<file path="config.mk">
export PLATFORM = sky130hd
export DESIGN_NAME = ins_encoder_loader
export DESIGN_NICKNAME = d
export VERILOG_FILES = /design/src/rtl/ins_enc_pkg.sv /design/src/rtl/ins_packer.sv /design/src/rtl/ins_encoder_loader.sv
export SDC_FILE = /design/constraint.sdc
export NUM_CORES = 1
export LEC_CHECK = 0
export CORE_MARGIN = 2
export CORE_UTILIZATION = 40
export DETAILED_ROUTE_END_ITERATION = 16
export PLACE_DENSITY = 0.77
export SLEW_MARGIN = 10
export SYNTH_ARGS = -nofsm -noshare
export SYNTH_HDL_FRONTEND = slang
export SYNTH_HIERARCHICAL = 1
export SYNTH_SLANG_ARGS = --single-unit
</file>
<file path="constraint.sdc">
create_clock -name clk -period 2.3 [get_ports clk]
set_input_delay 0.345 -clock clk [delete_from_list [all_inputs] [get_ports clk]]
set_output_delay 0.345 -clock clk [all_outputs]
set_load 0.005 [all_outputs]
</file>
<file path="src/rtl/ins_enc_pkg.sv">
// Shared constants for the instruction encoder/loader: format codes, FSM state
// encoding, error codes and the 16-bit word field positions used by the decoder.
package ins_enc_pkg;

  localparam logic [1:0] FMT_REG      = 2'd0;
  localparam logic [1:0] FMT_IMM8     = 2'd1;
  localparam logic [1:0] FMT_IMM5     = 2'd2;
  localparam logic [1:0] FMT_RAW_CODE = 2'd3;

  localparam logic [2:0] S_IDLE  = 3'd0;
  localparam logic [2:0] S_LOAD  = 3'd1;
  localparam logic [2:0] S_WRITE = 3'd2;
  localparam logic [2:0] S_RDREQ = 3'd3;
  localparam logic [2:0] S_RDCHK = 3'd4;
  localparam logic [2:0] S_DONE  = 3'd5;
  localparam logic [2:0] S_FAULT = 3'd6;

  localparam logic [1:0] ERR_NONE     = 2'd0;
  localparam logic [1:0] ERR_IMM5     = 2'd1;
  localparam logic [1:0] ERR_ADDR     = 2'd2;
  localparam logic [1:0] ERR_READBACK = 2'd3;

  localparam int OPC_HI = 15;
  localparam int OPC_LO = 13;
  localparam int OP_HI  = 12;
  localparam int OP_LO  = 11;
  localparam int RN_HI  = 10;
  localparam int RN_LO  = 8;
  localparam int RD_HI  = 7;
  localparam int RD_LO  = 5;
  localparam int SH_HI  = 4;
  localparam int SH_LO  = 3;
  localparam int RM_HI  = 2;
  localparam int RM_LO  = 0;
  localparam int IMM8_HI = 7;
  localparam int IMM5_HI = 4;

  typedef struct packed {
    logic [2:0]  opcode;
    logic [1:0]  op;
    logic [2:0]  rn;
    logic [2:0]  rd;
    logic [2:0]  rm;
    logic [1:0]  shift;
    logic [15:0] imm16;
  } ins_fields_t;

  // imm5 is a signed -16..15 value carried in the low byte; the upper three bits must sign-extend bit 4
  function automatic logic imm5_in_range(input logic [7:0] imm);
    return (imm[7:5] == {3{imm[4]}});
  endfunction

endpackage

</file>
<file path="src/rtl/ins_packer.sv">
// Combinational packer: turns an instruction field bundle plus format code into a
// 16-bit Simple RISC Machine word and flags imm5 values that do not fit.
module ins_packer
  import ins_enc_pkg::*;
#(
  parameter int FMT_RAW = 3
) (
  input  ins_fields_t fields,
  input  logic [1:0]  fmt,
  output logic [15:0] word,
  output logic        imm5_err
);

  localparam logic [1:0] RAW_SEL = FMT_RAW[1:0];

  always_comb begin
    word     = '0;
    imm5_err = 1'b0;
    if (fmt == RAW_SEL) begin
      word = fields.imm16;
    end else begin
      word[OPC_HI:OPC_LO] = fields.opcode;
      word[OP_HI:OP_LO]   = fields.op;
      word[RN_HI:RN_LO]   = fields.rn;
      case (fmt)
        FMT_IMM8: begin
          word[IMM8_HI:0] = fields.imm16[IMM8_HI:0];
        end
        FMT_IMM5: begin
          word[RD_HI:RD_LO] = fields.rd;
          word[IMM5_HI:0]   = fields.imm16[IMM5_HI:0];
          imm5_err          = !imm5_in_range(fields.imm16[7:0]);
        end
        default: begin
          word[RD_HI:RD_LO] = fields.rd;
          word[SH_HI:SH_LO] = fields.shift;
          word[RM_HI:RM_LO] = fields.rm;
        end
      endcase
    end
  end

endmodule

</file>
<file path="src/rtl/ins_encoder_loader.sv">
// Program loader: packs field bundles into instruction words and writes them to
// memory from a start address. Define INS_READBACK_EN to verify each write by readback.
module ins_encoder_loader
  import ins_enc_pkg::*;
#(
  parameter int ADDR_W  = 8,
  parameter int FMT_RAW = 3
) (
  input  logic              clk,
  input  logic              reset_n,
  input  logic              start,
  input  logic [ADDR_W-1:0] start_addr,
  input  logic              in_valid,
  output logic              in_ready,
  input  logic              in_last,
  input  logic [1:0]        fmt,
  input  logic [2:0]        opcode,
  input  logic [1:0]        op,
  input  logic [2:0]        rn,
  input  logic [2:0]        rd,
  input  logic [2:0]        rm,
  input  logic [1:0]        shift,
  input  logic [15:0]       imm16,
  output logic              mem_write,
  output logic [ADDR_W-1:0] mem_addr,
  output logic [15:0]       mem_din,
  input  logic [15:0]       mem_dout,
  output logic              busy,
  output logic              done,
  output logic              error,
  output logic [1:0]        err_code,
  output logic [ADDR_W:0]   count
);

  localparam logic [ADDR_W-1:0] ADDR_ONE  = {{(ADDR_W-1){1'b0}}, 1'b1};
  localparam logic [ADDR_W:0]   COUNT_ONE = {{ADDR_W{1'b0}}, 1'b1};

  logic [2:0]  state;
  logic        last_q;
  ins_fields_t fields;
  logic [15:0] packed_word;
  logic        imm5_err;
  logic        at_top;
  logic [2:0]  after_write;

  assign fields = '{opcode: opcode, op: op, rn: rn, rd: rd, rm: rm,
                    shift: shift, imm16: imm16};

  ins_packer #(.FMT_RAW(FMT_RAW)) u_packer (
    .fields   (fields),
    .fmt      (fmt),
    .word     (packed_word),
    .imm5_err (imm5_err)
  );

  // Status outputs decode straight from state so an async reset clears them at once
  assign in_ready  = (state == S_LOAD);
  assign mem_write = (state == S_WRITE);
  assign done      = (state == S_DONE);
  assign busy      = (state == S_LOAD) || (state == S_WRITE) ||
                     (state == S_RDREQ) || (state == S_RDCHK);

  assign at_top = (mem_addr == {ADDR_W{1'b1}});

  always_comb begin
    after_write = S_LOAD;
    if (last_q)      after_write = S_DONE;
    else if (at_top) after_write = S_FAULT;
  end

`ifndef INS_READBACK_EN
  logic mem_dout_unused;
  assign mem_dout_unused = ^mem_dout;
`endif

  always_ff @(posedge clk or negedge reset_n) begin
    if (!reset_n) begin
      state    <= S_IDLE;
      mem_addr <= '0;
      mem_din  <= '0;
      count    <= '0;
      error    <= 1'b0;
      err_code <= ERR_NONE;
      last_q   <= 1'b0;
    end else begin
      case (state)
        S_IDLE, S_FAULT: begin
          if (start) begin
            mem_addr <= start_addr;
            count    <= '0;
            error    <= 1'b0;
            err_code <= ERR_NONE;
            state    <= S_LOAD;
          end
        end
        S_LOAD: begin
          if (in_valid) begin
            if (imm5_err) begin
              error    <= 1'b1;
              err_code <= ERR_IMM5;
              state    <= S_FAULT;
            end else begin
              mem_din <= packed_word;
              last_q  <= in_last;
              count   <= count + COUNT_ONE;
              state   <= S_WRITE;
            end
          end
        end
`ifdef INS_READBACK_EN
        S_WRITE: state <= S_RDREQ;
        S_RDREQ: state <= S_RDCHK;
        S_RDCHK: begin
          if (mem_dout != mem_din) begin
            error    <= 1'b1;
            err_code <= ERR_READBACK;
            state    <= S_FAULT;
          end else begin
            state <= after_write;
            if (!last_q && at_top) begin
              error    <= 1'b1;
              err_code <= ERR_ADDR;
            end else if (!last_q) begin
              mem_addr <= mem_addr + ADDR_ONE;
            end
          end
        end
`else
        S_WRITE: begin
          state <= after_write;
          if (!last_q && at_top) begin
            error    <= 1'b1;
            err_code <= ERR_ADDR;
          end else if (!last_q) begin
            mem_addr <= mem_addr + ADDR_ONE;
          end
        end
`endif
        S_DONE:  state <= S_IDLE;
        default: state <= S_IDLE;
      endcase
    end
  end

endmodule

</file>
### Word-level counts from Yosys, hierarchy flattened

Index checks and enable logic that the tools add are counted.

| cells by class | value |
|---|---|
| $mul | 0 |
| add/subtract/negate cells | 2 |
| reductions and logical operators | 16 |
| shift-type cells | 0 |
| $lt $le $gt $ge | 0 |
| equal/unequal tests | 18 |
| muxes and demuxes | 28 |
| bitwise operators | 1 |
| divide/modulo/power cells | 0 |

Operators with widths:

| cell | count |
|---|---|
| one-hot mux 8 bit (2 select lines) | 2 |
| 2-to-1 mux 9 bit | 3 |
| 2-to-1 mux 8 bit | 3 |
| one-hot mux 9 bit (2 select lines) | 1 |
| 2-to-1 mux 16 bit | 1 |
| 2-to-1 mux 3 bit | 5 |
| != test 2 bit, second input constant | 5 |
| adder 9 x 1 -> 9 bit, second input constant | 1 |
| equality test 3 bit, second input constant | 3 |
| one-hot mux 3 bit (3 select lines) | 1 |
| adder 8 x 1 -> 8 bit, second input constant | 1 |
| equality test 8 bit, second input constant | 1 |
| 2-to-1 mux 2 bit | 4 |
| AND reduction 4 bit | 2 |
| equality test 3 x 2 -> 1 bit, second input constant | 2 |
| 2-to-1 mux 1 bit | 6 |
| one-hot mux 2 bit (3 select lines) | 1 |
| AND reduction 5 bit | 1 |
| equality test 2 bit, second input constant | 2 |
| != test 2 x 1 -> 1 bit, second input constant | 2 |
| nonzero test 2 bit | 2 |
| equality test 3 x 1 -> 1 bit, second input constant | 1 |
| equality test 3 bit | 1 |
| logical NOT 3 bit | 1 |
| 10 further kinds | 13 |

| word-level totals | value |
|---|---|
| memory bits (read-only) | 0 |
| word-level logic and storage cells | 72 |
| output and inout bits | 40 |
| memories kept | 0 |
| input port bits | 63 |
| register bits after elaboration | 40 |
| bits in latches | 0 |
| memory bits (writable) | 0 |

### Longest topological paths before layout

| logic depth | value |
|---|---|
| depth in word-level cells | 7 |
| depth in mapped cells | 8 |
| gate-level depth less buffers | 6 |

### Cells and area by module

Netlist, hierarchy kept.

Modules (own cells, without submodules):

| module | area each (µm²) | cells an instance | times used | seq. area each (µm²) |
|---|---|---|---|---|
| ins_encoder_loader | 2,040.7 | 184 | 1 | 1,001.0 |
| ins_packer | 272.8 | 32 | 1 | 0.0 |

### Least setup slack after synthesis

No wires, ideal clock.

| path | value |
|---|---|
| path kind | input to register |
| start point | in imm16[7] |
| end point | reg mem_din[10] |
| path buffers | 1 |
| required time | 2.173 ns |
| stages | 5 |
| arrival | 1.826 ns |
| path slack | 0.347 ns |
| library setup time | 0.127 ns |
| cell sequence | or4_1 -> and4_1 -> nor2_8 -> buf_6 -> mux2_1 |

| between the ends | value |
|---|---|
| word-level cells in the longest chain between the ends | 6 |

RTL lines:

| what | RTL line | RTL |
|---|---|---|
| start, declared | ins_encoder_loader.sv:23 | `input logic [15:0] imm16,` |
| equality test 3 bit | ins_enc_pkg.sv:50 | `return (imm[7:5] == {3{imm[4]}});` |
| logical NOT 1 bit | ins_packer.sv:32 | `imm5_err = !imm5_in_range(fields.imm16[7:0]);` |
| 2-to-1 mux 1 bit | ins_packer.sv:25 | `case (fmt)` |
| 2-to-1 mux 1 bit | ins_packer.sv:19 | `if (fmt == RAW_SEL) begin` |
| named net imm5_err | ins_encoder_loader.sv:42 | `logic imm5_err;` |
| inverter 1 bit (no source line) | -- |  |
| AND reduction 3 bit (no source line) | -- |  |
| end signal, assigned | ins_encoder_loader.sv:103 | `mem_din <= packed_word;` |
| end, declared | ins_encoder_loader.sv:26 | `output logic [15:0] mem_din,` |

The timed path passes the listed nets, and every way through them passes these cells.
A chain may end at the register's enable or synchronous reset.

### Final worst setup path

| path | value |
|---|---|
| start point | reg state[2] |
| end point | out in_ready |

| between the ends | value |
|---|---|
| word-level cells in the longest chain between the ends | 1 |

RTL lines:

| what | RTL line | RTL |
|---|---|---|
| start, declared | ins_encoder_loader.sv:38 | `logic [2:0] state;` |
| start signal, assigned | ins_encoder_loader.sv:130 | `state <= after_write;` |
| equality test 3 x 1 -> 1 bit | ins_encoder_loader.sv:57 | `assign in_ready = (state == S_LOAD);` |
| end, declared | ins_encoder_loader.sv:14 | `output logic in_ready,` |

No other way between the ends.

==> impl_metrics.csv <==
group,metric,value,unit
place,dp_hpwl,4394,microns
timing,setup_tns,0,ns
drt,drtIter0Drc,178,
global_route,antenna_found_initial,0,
clocking,cts_sinks,40,
synth,syn-mean-instance-area,10.71,sq um
setup_path,worst_ep_required_time,1.96,ns
finish,final_cells,392,
global_route,grt_overflow,0,
clocking,root_buffer,"clkbuf_8",
setup_path,crit_chain,"buf_4, nor3b_2, clkdlybuf4s50_1",
drt,met2_length,2872,microns
finish,drive_gt1_frac,0.1563,
setup_path,crit_fanout,11,
synth,synth_top_area_frac,0.4327,
timing,rsz0062_at_grt,"no",
drt,drc,0,
timing,finalCritPeriodShare,0.9472,
place,gp_congestion,0.8866,
setup_path,cp_slowest_cell,"clkdlybuf4s50_1",
synth,syn_inst,216,
synth,synth_edf_count,0,
setup_path,r2r_cells,5,
drt,m1WireLength,2482,microns
floorplan,rows,27,
setup_path,crit_type,"reg2out",
worst_hold_path,hold_path_depth,1,
setup_path,reg2reg_from,"mem_addr[1]",
synth,synth_top_cell_by_area,"dfrtp_1",
synth,synth_nets,284,
floorplan,die_h,80.05,microns
finish,post-route-cell-area,3478,sq um
synth,ys_types,53,
place,place_inst,383,
setup_path,cp-end-kind,"output pin",
drt,route.antenna.remaining_nets,0,
global_route,grt_max_degree,26,
place,place_area,3344,sq um
pwr,p_switching,1.179,mW
drt,top_layer,"met4",
synth,ys_seq_elements,40,
synth,yosys_warnings,6,
pwr,pwr-share-comb,0.479,
clocking,cts.htree.levels,2,
place,port_buffers,86,
pwr,p_seq_frac,0.344,
floorplan,pin_count,103,
finish,area_delta_synth_final,50.35,%
global_route,grt_usage,0.1934,
timing,slew_violations,0,
setup_path,crit_arrival,1.83,ns
setup_path,ff2ff_setup_slack,0.53,ns
clocking,clockBufferDepth,2,
pwr,peakVddDrop,0.5903,mV
floorplan,core_area,5540,sq um
worst_hold_path,hold_end,"count[8]",
setup_path,cp-start-kind,"flip-flop",
setup_path,max_stage_delay,0.58,ns
clocking,worstSkewPairLatency,0.30,ns
outcome,outcome,"finished clean",
synth,synthArstFlopShare,1.000,
floorplan,die_x,80.05,microns
flow_run,cap_violations,0,
pwr,p_sw_frac,0.3346,
global_route,grt_pass1_wl,9687,microns
timing,tightestPinTransition,0.4973,ns
setup_path,r2r-end,"state[0]",
clocking,cts_setup_buffers,0,
pwr,powerDensity,1013,nW/um^2
synth,synthFlopType,"dfrtp_1",
clocking,clkSlewWorstSetupHoldPaths,0.09,ns
timing,setup_viol_count_final,0,
drt,vias_per_cell,5.301,
finish,n_antenna_cell,0,
drt,first_pass_iters,4,
clocking,cts_tree,"done",
drt,vias,2078,
global_route,first_global_vias,2110,
timing,hold_viol,0,
synth,synthTopCellsByArea,"dfrtp_1, mux2_1, mux2_2",
pwr,clock_power_share,0.177,
drt,met3WireLength,292,microns
drt,drt-total-wl,5754,microns
timing,fin_worst_skew,0.007783,ns
timing,fmax,459.0,MHz
timing,fin_crit,2.179,ns
pwr,power.leakage,1.454,nW
drt,wl_per_cell,14.68,microns
worst_hold_path,hold_class,"reg2reg",
pwr,p_total,3.523,mW
floorplan,die-area,6408,sq um
pwr,internal_power,2.344,mW
worst_hold_path,hold_path_startpoint,"count[8]",
timing,max_slew_margin,0.6659,
synth,netlist_area,2313,sq um
synth,synth-seq-area-share,0.4327,
clocking,tritoncts.num_buffers,5,
finish,nNetsFinal,387,
floorplan,initial_core_util,0.4176,
[routing by layer]
layer,up-vias,track usage
li1,1006,-
met1,1005,0.2238
met2,57,0.3392
met3,10,0.04831
met4,0,0.07966
met5,-,0
[repair_timing]
action / 4_1_cts / 5_1_grt
endpoints found under the setup margin: 0 / 1
gates resized for setup: 0 / 1
hold buffers: 1 / 0
endpoints found under the hold margin: 15 / 0
[worst max path at each step]
stage                   from          end  slack (ns)  depth (start not counted)
floorplan           imm16[7]  mem_din[10]        0.35                          5
global placement    imm16[7]  mem_din[12]       -0.11                          6
detailed placement  imm16[7]  mem_din[10]       -0.13                          6
CTS                 state[2]    mem_write        0.02                          3
global route        state[2]     in_ready        0.02                          3
finish              state[2]     in_ready        0.12                          3
[worst max-delay path: cells and delay by family, from the launching register on]
kind          cells  cell delay (ns)
flops             1             0.39
buf+inv           2             0.76
simple gates      1             0.38
[sequential cells by signal, summed over array words and instances, names as in the netlist]
signal	count
last_q	1
mem_addr	8
err_code	2
state	3
count	9
mem_din	16
error	1
[stage by stage]
| step | util | hold WS (ns) | setup slack (ns) |
|---|---|---|---|
| finish | 0.6278 | 0.4830 | 0.1213 |
| floorplan | - | 0.04941 | 0.3465 |
| global route | 0.6278 | 0.5008 | 0.01865 |
| detailed placement | 0.6037 | 0.2795 | -0.1293 |
| global placement | 0.6037 | 0.2757 | -0.1142 |
| CTS | 0.6274 | 0.4813 | 0.02388 |
[cell usage in the layout, fill, tap and decap left out, types with 2 or more instances in the layout]
cell type and instances:
clkdlybuf4s50_1 85, dfrtp_1 40, nand2_1 18, mux2_1 17, buf_4 16, nor2_1 14
nand3_1 14, mux2_2 11, nand4_1 7, inv_1 6, clkbuf_8 6, xnor2_1 5
o21ai_0 5, nor3_1 5, ha_1 5, a22o_1 5, o22ai_1 4, o211ai_1 4
a21oi_1 3, nor2b_1 3, o21ai_1 3, o21a_1 3, and3_1 3, mux2i_1 3
nor4_2 2, and4_1 2
[cells by family after synthesis]
kind of cell / Yosys count / share of synthesized area
buffers and inverters: 15 / 0.03515
adder cells (fa/ha/maj): 5 / 0.02704
XOR/XNOR: 5 / 0.01893
multiplexers: 31 / 0.1493
AO/OA/AOI/OAI: 39 / 0.1206
flip-flops: 40 / 0.4327
AND/OR/NAND/NOR: 81 / 0.2163
[cell type report]
cell class | count | area, sq um
Inverter | 7 | 26.28
Clock buffer | 6 | 82.58
Clock inverter | 2 | 38.79
Tap cell | 72 | 90.09
Fill cell | 478 | 2062
Multi-Input combinational cell | 161 | 1234
Sequential cell | 40 | 1001
Timing Repair Buffer | 104 | 1006
[cells in the mapped netlist, types with 2 or more instances]
cell and n:
a21oi_1 3, a22o_1 5, and3_1 3, and4_1 2
buf_2 2, buf_4 4, dfrtp_1 40, ha_1 5
inv_1 6, mux2_1 17, mux2_2 11, mux2i_1 3
nand2_1 18, nand3_1 14, nand4_1 7, nor2_1 14
nor2b_1 3, nor3_1 5, nor4_2 2, o211ai_1 4
o21a_1 3, o21ai_0 5, o21ai_1 3, o22ai_1 4
xnor2_1 5
[power groups by stage]
stage | clock [mW] | sequential (mW) | combinational, mW
after floorplan | 0 | 1.20 | 0.800
after global placement | 0 | 1.21 | 1.66
after detailed placement | 0 | 1.22 | 1.69
after CTS | 0.637 | 1.21 | 1.70
after global routing | 0.671 | 1.25 | 1.84
final | 0.624 | 1.21 | 1.69
No activity file was read; power rests on OpenSTA's default activity.
